## src/rtl/vec_decode_q.sv

```systemverilog
// rtl/vec_decode_q.sv - queued vector instruction decode stage
//
// Decodes vector instructions from the scalar issue point, captures their
// scalar operands and queues one decoded record per instruction in a
// DEPTH-entry FIFO that drains to the vector back end.
//
// Ports:
//   clk, reset                 clock, asynchronous active-high reset
//   vec_inst, rs1_data,
//   rs2_data, inst_valid       instruction + scalar operands from issue
//   inst_ready                 stage can take an instruction
//   is_vec                     vec_inst opcode is a vector opcode
//   flush                      synchronous queue clear
//   issue_valid / issue_ready  head record handshake
//   issue_*                    decoded head record fields (0 when empty)
//   count                      FIFO occupancy
module vec_decode_q #(
  parameter int XLEN  = 32,
  parameter int DEPTH = 4,
  parameter int CW    = $clog2(DEPTH + 1)
) (
  input  logic            clk,
  input  logic            reset,
  input  logic [XLEN-1:0] vec_inst,
  input  logic [XLEN-1:0] rs1_data,
  input  logic [XLEN-1:0] rs2_data,
  input  logic            inst_valid,
  output logic            inst_ready,
  output logic            is_vec,
  input  logic            flush,
  output logic            issue_valid,
  input  logic            issue_ready,
  output logic [1:0]      issue_class,
  output logic [2:0]      issue_func3,
  output logic [5:0]      issue_func6,
  output logic [4:0]      issue_vd,
  output logic [4:0]      issue_vs1,
  output logic [4:0]      issue_vs2,
  output logic            issue_vm,
  output logic [XLEN-1:0] issue_imm,
  output logic [2:0]      issue_width,
  output logic [2:0]      issue_nf,
  output logic            issue_mew,
  output logic [1:0]      issue_mop,
  output logic [XLEN-1:0] issue_scalar1,
  output logic [XLEN-1:0] issue_scalar2,
  output logic            issue_illegal,
  output logic [CW-1:0]   count
);

  localparam int PW = (DEPTH > 1) ? $clog2(DEPTH) : 1;
  localparam logic [1:0] CLS_ARITH = 2'b00;
  localparam logic [1:0] CLS_CONF  = 2'b01;
  localparam logic [1:0] CLS_LOAD  = 2'b10;
  localparam logic [1:0] CLS_STORE = 2'b11;

  typedef struct packed {
    logic [1:0]      cls;
    logic [2:0]      func3;
    logic [5:0]      func6;
    logic [4:0]      vd;
    logic [4:0]      vs1;
    logic [4:0]      vs2;
    logic            vm;
    logic [XLEN-1:0] imm;
    logic [2:0]      width;
    logic [2:0]      nf;
    logic            mew;
    logic [1:0]      mop;
    logic [XLEN-1:0] scalar1;
    logic [XLEN-1:0] scalar2;
    logic            illegal;
  } rec_t;

  // Supported func6 encodings per operand category.
  function automatic logic f6_ivv(input logic [5:0] f);
    logic hit;
    case (f)
      6'd0, 6'd2, 6'd4, 6'd5, 6'd6, 6'd7, 6'd9, 6'd10, 6'd11,
      6'd16, 6'd17, 6'd18, 6'd19, 6'd24, 6'd25, 6'd26, 6'd27,
      6'd28, 6'd29, 6'd37, 6'd40, 6'd41: hit = 1'b1;
      default: hit = 1'b0;
    endcase
    return hit;
  endfunction

  function automatic logic f6_ivi(input logic [5:0] f);
    logic hit;
    case (f)
      6'd0, 6'd3, 6'd9, 6'd10, 6'd11, 6'd16, 6'd17, 6'd24, 6'd25,
      6'd28, 6'd29, 6'd30, 6'd31, 6'd37, 6'd40, 6'd41: hit = 1'b1;
      default: hit = 1'b0;
    endcase
    return hit;
  endfunction

  function automatic logic f6_mv(input logic [5:0] f);
    logic hit;
    case (f)
      6'd36, 6'd37, 6'd38, 6'd39, 6'd41, 6'd43, 6'd45, 6'd47: hit = 1'b1;
      default: hit = 1'b0;
    endcase
    return hit;
  endfunction

  rec_t            rec_d;
  rec_t            head;
  rec_t            issue_rec;
  rec_t            mem_q [DEPTH];
  logic [6:0]      opcode;
  logic [2:0]      f3;
  logic            legal;
  logic            full, empty, enq, deq;
  logic [CW-1:0]   count_d, count_q;
  logic [PW-1:0]   wr_ptr_d, wr_ptr_q, rd_ptr_d, rd_ptr_q;
  logic            conf_pending_d, conf_pending_q;

  assign opcode = vec_inst[6:0];
  assign f3     = vec_inst[14:12];
  assign is_vec = (opcode == 7'h57) || (opcode == 7'h07) || (opcode == 7'h27);

  // Decode of the instruction currently presented at the input.
  always_comb begin
    rec_d       = '0;
    legal       = 1'b0;
    rec_d.func3 = f3;
    rec_d.func6 = vec_inst[31:26];
    rec_d.vd    = vec_inst[11:7];
    rec_d.vs1   = vec_inst[19:15];
    rec_d.vs2   = vec_inst[24:20];
    rec_d.vm    = vec_inst[25];
    if (opcode == 7'h07 || opcode == 7'h27) begin
      rec_d.cls     = (opcode == 7'h07) ? CLS_LOAD : CLS_STORE;
      rec_d.width   = f3;
      rec_d.nf      = vec_inst[31:29];
      rec_d.mew     = vec_inst[28];
      rec_d.mop     = vec_inst[27:26];
      rec_d.scalar1 = rs1_data;
      case (vec_inst[27:26])
        2'b00:   rec_d.scalar2 = XLEN'(vec_inst[24:20]);  // lumop/sumop
        2'b10:   rec_d.scalar2 = rs2_data;                // stride
        default: rec_d.scalar2 = '0;                      // indexed
      endcase
    end else if (f3 == 3'b111) begin
      rec_d.cls = CLS_CONF;
      rec_d.vs1 = '0;
      rec_d.vs2 = '0;
      if (!vec_inst[31]) begin                     // vsetvli
        rec_d.scalar1 = rs1_data;
        rec_d.scalar2 = XLEN'(vec_inst[30:20]);
      end else if (vec_inst[30]) begin             // vsetivli
        rec_d.scalar1 = XLEN'(vec_inst[19:15]);
        rec_d.scalar2 = XLEN'(vec_inst[29:20]);
      end else begin                               // vsetvl
        rec_d.scalar1 = rs1_data;
        rec_d.scalar2 = rs2_data;
      end
    end else begin
      rec_d.cls = CLS_ARITH;
      case (f3)
        3'b000:        legal = f6_ivv(vec_inst[31:26]);
        3'b011:        legal = f6_ivi(vec_inst[31:26]);
        3'b100:        legal = f6_ivv(vec_inst[31:26]) | f6_ivi(vec_inst[31:26]);
        3'b010, 3'b110: legal = f6_mv(vec_inst[31:26]);
        default:       legal = 1'b0;
      endcase
      rec_d.illegal = !legal;
      if (!legal) rec_d.func6 = '0;
      if (f3 == 3'b011) rec_d.imm = XLEN'($signed(vec_inst[19:15]));
      if (f3 == 3'b011 || f3 == 3'b100 || f3 == 3'b110) rec_d.vs1 = '0;
      if (f3 == 3'b100 || f3 == 3'b110) rec_d.scalar1 = rs1_data;
    end
  end

  // Queue control; flush wins over any simultaneous enqueue/dequeue.
  always_comb begin
    full           = (count_q == CW'(DEPTH));
    empty          = (count_q == '0);
    head           = mem_q[rd_ptr_q];
    inst_ready     = !full && !conf_pending_q;
    enq            = inst_valid && is_vec && inst_ready;
    deq            = !empty && issue_ready;
    count_d        = count_q;
    wr_ptr_d       = wr_ptr_q;
    rd_ptr_d       = rd_ptr_q;
    conf_pending_d = conf_pending_q;
    if (flush) begin
      count_d        = '0;
      wr_ptr_d       = '0;
      rd_ptr_d       = '0;
      conf_pending_d = 1'b0;
    end else begin
      if (enq) wr_ptr_d = wr_ptr_q + PW'(1);
      if (deq) rd_ptr_d = rd_ptr_q + PW'(1);
      if (enq && !deq) count_d = count_q + CW'(1);
      else if (!enq && deq) count_d = count_q - CW'(1);
      // Only one conf can be in flight since it blocks further input.
      if (enq && rec_d.cls == CLS_CONF) conf_pending_d = 1'b1;
      else if (deq && head.cls == CLS_CONF) conf_pending_d = 1'b0;
    end
  end

  always_ff @(posedge clk or posedge reset) begin
    if (reset) begin
      count_q        <= '0;
      wr_ptr_q       <= '0;
      rd_ptr_q       <= '0;
      conf_pending_q <= 1'b0;
    end else begin
      count_q        <= count_d;
      wr_ptr_q       <= wr_ptr_d;
      rd_ptr_q       <= rd_ptr_d;
      conf_pending_q <= conf_pending_d;
    end
  end

  // Storage needs no reset: outputs are masked while the FIFO is empty.
  always_ff @(posedge clk) begin
    if (enq && !flush) mem_q[wr_ptr_q] <= rec_d;
  end

  assign issue_valid   = !empty;
  assign issue_rec     = empty ? '0 : head;
  assign issue_class   = issue_rec.cls;
  assign issue_func3   = issue_rec.func3;
  assign issue_func6   = issue_rec.func6;
  assign issue_vd      = issue_rec.vd;
  assign issue_vs1     = issue_rec.vs1;
  assign issue_vs2     = issue_rec.vs2;
  assign issue_vm      = issue_rec.vm;
  assign issue_imm     = issue_rec.imm;
  assign issue_width   = issue_rec.width;
  assign issue_nf      = issue_rec.nf;
  assign issue_mew     = issue_rec.mew;
  assign issue_mop     = issue_rec.mop;
  assign issue_scalar1 = issue_rec.scalar1;
  assign issue_scalar2 = issue_rec.scalar2;
  assign issue_illegal = issue_rec.illegal;
  assign count         = count_q;

endmodule

```

## config.mk

```make
export PLATFORM = sky130hd
export DESIGN_NAME = vec_decode_q
export DESIGN_NICKNAME = d
export VERILOG_FILES = /design/src/rtl/vec_decode_q.sv
export SDC_FILE = /design/constraint.sdc
export NUM_CORES = 1
export LEC_CHECK = 0
export CORE_MARGIN = 2
export CORE_UTILIZATION = 59
export DETAILED_ROUTE_END_ITERATION = 6
export GPL_ROUTABILITY_DRIVEN = 0
export PLACE_DENSITY = 0.85
export SLEW_MARGIN = 10
export SYNTH_ARGS = -nofsm -noshare
export SYNTH_HDL_FRONTEND = slang
export SYNTH_SLANG_ARGS = --single-unit
```

## constraint.sdc

```tcl
create_clock -name clk -period 7.25 [get_ports clk]
set_clock_uncertainty 0.15 [all_clocks]
set_input_delay 2.175 -clock clk [delete_from_list [all_inputs] [get_ports clk]]
set_output_delay 2.175 -clock clk [all_outputs]
set_load 0.03 [all_outputs]
```

==> parameters.txt <==
Parameter                              Value

Outcome
  Outcome    finished, final reports clean

Timing
  Endpoints failing hold    0
  Count of pins over their slew limit    0
  Slew at the pin with the worst max-slew slack    roughly 970 ps
  Highest achievable clock rate    between 0.15 and 0.2 GHz
  Final Cycle Share    roughly 88%
  Number of setup violations in the final report    0
  Sum of negative setup slack    0 ps
  Final period demand of the worst path    about 6300 ps
  RSZ-0062 raised after global routing    no
  Worst relative slew slack    about a third

Worst setup path
  R2R setup slack    3910 ps
  Crit end category    output port
  Setup Crit Path Kind    in -> out
  End of the worst register-to-register path    mem_q[3][38]$_DFFE_PP_
  Startpoint class of the critical path    input pin
  Worst setup path end    is_vec
  CP Launch Point    vec_inst[3]
  CP max FO    8
  Startpoint of the lowest-slack register-to-register path    count[1]$_DFFE_PP0P_
  Arrival time worst endpoint    roughly 4000 ps
  CP required    approximately 4900 ps
  Depth of the most critical reg-to-reg path    6

Die
  Initial Utilization    ~60%
  Ports placed on the boundary    240
  Core footprint    approximately 0.030 mm^2
  Die Area    around 0.032 mm^2
  Die X    approximately 180 um
  Core Rows    63
  Die extent in y    178 um

Global routing
  Total routing resource utilization after global routing    23.4%
  Largest net degree at the start of global routing    between 80 and 90
  Number of antenna violations at the first check in global routing    2
  Aggregate global routing overflow    0
  First-pass GRT wire length    54900 um
  Vias in the first global route    roughly 9600

Clocking
  Hold Buf Count CTS    0
  Setup Buffers After CTS    0
  Sinks on the clock net    roughly 430
  Number of buffers inserted during clock tree synthesis    41
  H-tree depth    2
  Buffer cell driving the clock tree root    sky130_fd_sc_hd__clkbuf_16
  Clock-pin slew reported for the worst setup and hold paths after clock tree synthesis    60 ps
  Worst skew pair latency    ~520 ps
  Count of cells resized by post-cts repair    0
  Clock tree from TritonCTS    yes
  Clock Tree Buf Depth    3

Logic synthesis
  Mean cell area of the mapped netlist    ~19 um^2
  Mapped Cells    934
  Count of synthesis-stage warnings from yosys    0
  Number of unique standard cell types used by synthesis    between 40 and 50
  Flop and latch count out of synthesis    about 430
  Most used flip-flop cell after synthesis    sky130_fd_sc_hd__edfxtp_1
  Number of enable flip-flop cells after synthesis    424
  Post-Synthesis Net Count    around 1000
  Fraction of the yosys area taken by sequential cells    between 70% and 80%
  Syn Std Cell Area    between 0.015 and 0.02 mm^2
  Share of synthesized flip-flops with an asynchronous set or reset    1.85%

Drt
  Post-route DRC violation count    0
  First-pass detailed-route iteration total    5
  Routed via count divided by cell count    5.90
  Overall routed net length    around 37000 um
  Remaining number of nets flagged by the antenna check after routing    0
  Initial DRC count    slightly above 800
  Vias after detailed routing    a little over 9000
  Post-DR wirelength/cell    around 23 um

Place
  Port-buffer cells    roughly 240
  Count of placed standard cells including taps    approximately 1500
  Detailed placement HPWL    ~22000 um
  Post-DP Area    between 0.02 and 0.025 mm^2

Cells and area
  Area occupied by registers    about 0.013 mm^2
  Number of fill cells    1731
  Area added between synthesis and finish    21.6%
  Net total in the final layout    ~1300
  Fin area    0.0217 mm^2
  Most common cell after layout, fill and taps aside    sky130_fd_sc_hd__edfxtp_1
  Most used cells in the layout excluding fill and tap cells    sky130_fd_sc_hd__edfxtp_1 (424), sky130_fd_sc_hd__clkdlybuf4s50_1 (239), sky130_fd_sc_hd__and2_1 (160)
  Cell Count, Final, Fillers Out    approximately 1600
  Layout cell share with drive strength beyond 1    about 16%
  Total area of multi-input combinational cells    between 0.004 and 0.005 mm^2

Flow run
  Max-capacitance violation count    0

Power
  Maximum vdd ir drop    between 0.2 and 0.3 mV
  Static leakage    roughly 0.007 uW
  Power per standard cell area    around 370 mW/mm^2

Min path
  Min-Delay Path Class    reg -> reg
[through the flow]
stage	setup slack [ps]	total power (uW)	hold WS [ps]	util (%)
floorplan	828	4930	332	-
global placement	996	6010	357	68.8
detailed placement	902	6040	369	68.8
CTS	896	8000	385	72.9
global route	799	8210	466	72.9
finish	901	7920	391	72.9
[how the worst min path moves through the flow]
stage / start / depth (start not counted) / to
after global routing: conf_pending_q$_DFFE_PP0P_ / 2 / conf_pending_q$_DFFE_PP0P_
after global placement: conf_pending_q$_DFFE_PP0P_ / 2 / conf_pending_q$_DFFE_PP0P_
after detailed placement: conf_pending_q$_DFFE_PP0P_ / 2 / conf_pending_q$_DFFE_PP0P_
after floorplan: conf_pending_q$_DFFE_PP0P_ / 2 / conf_pending_q$_DFFE_PP0P_
final: conf_pending_q$_DFFE_PP0P_ / 2 / conf_pending_q$_DFFE_PP0P_
after CTS: conf_pending_q$_DFFE_PP0P_ / 2 / conf_pending_q$_DFFE_PP0P_
[cells by family (layout without fill, tap and decap cells)]
logic type,count (synthesis),after routing,share of synthesized area (%)
fa+ha+maj,9,9,0.675
xor+xnor,4,4,0.197
flops,432,432,72.6
mux,117,117,14.1
compound gates,37,37,1.47
other cells,0,2,0
buf+inv,89,336,2.73
simple gates,246,246,8.25
[critical path: stages]
cell	delay, ps
sky130_fd_sc_hd__clkdlybuf4s50_1	410
sky130_fd_sc_hd__nand4b_1	400
sky130_fd_sc_hd__a21oi_2	320
sky130_fd_sc_hd__clkdlybuf4s50_1	720
[area by class of cell]
type	count	area share (%)
repair buffers	255	11.8
clock inverters	21	0.659
diodes	2	0.0231
inverters	11	0.191
well taps	390	2.25
multi-input cells	413	20.4
flip-flops and latches	432	59.7
clock buffers	49	4.88
[layer usage]
layer	wire, um	share of wire, %	GRT usage [%]
met5	0	0	0
met4	1180	3.2	8.13
met3	2420	6.6	3.53
met2	18400	50	38.6
met1	14500	40	32.5
[power breakdown]
group	internal, uW	switching (uW)
combinational	1360	1770
clock	1100	852
sequential	2750	81.4
[flip-flops by register name, indices dropped and copies added, names as in the netlist]
name,flops
conf_pending_q,1
count,3
mem_q,424
rd_ptr_q,2
wr_ptr_q,2
[Yosys cell counts, types with 3 or more instances]
cell | number | area [um^2]
sky130_fd_sc_hd__a22o_1 | 10 | 87.6
sky130_fd_sc_hd__a21oi_1 | 11 | 55.1
sky130_fd_sc_hd__nor2_1 | 24 | 90.1
sky130_fd_sc_hd__or2_2 | 3 | 18.8
sky130_fd_sc_hd__buf_4 | 30 | 225
sky130_fd_sc_hd__and3_1 | 5 | 31.3
sky130_fd_sc_hd__buf_2 | 19 | 95.1
sky130_fd_sc_hd__dfrtp_1 | 8 | 200
sky130_fd_sc_hd__edfxtp_1 | 424 | 12700
sky130_fd_sc_hd__nand2_1 | 14 | 52.6
sky130_fd_sc_hd__mux2i_1 | 7 | 70.1
sky130_fd_sc_hd__inv_1 | 11 | 41.3
sky130_fd_sc_hd__ha_1 | 8 | 100
sky130_fd_sc_hd__nor2b_1 | 11 | 68.8
sky130_fd_sc_hd__mux4_2 | 106 | 2390
sky130_fd_sc_hd__clkbuf_1 | 25 | 93.8
sky130_fd_sc_hd__nor3_1 | 6 | 30.0
sky130_fd_sc_hd__nand2b_1 | 3 | 18.8
sky130_fd_sc_hd__and2_1 | 164 | 1030
sky130_fd_sc_hd__mux2_1 | 4 | 45.0
No activity file was read; power rests on OpenSTA's default activity.
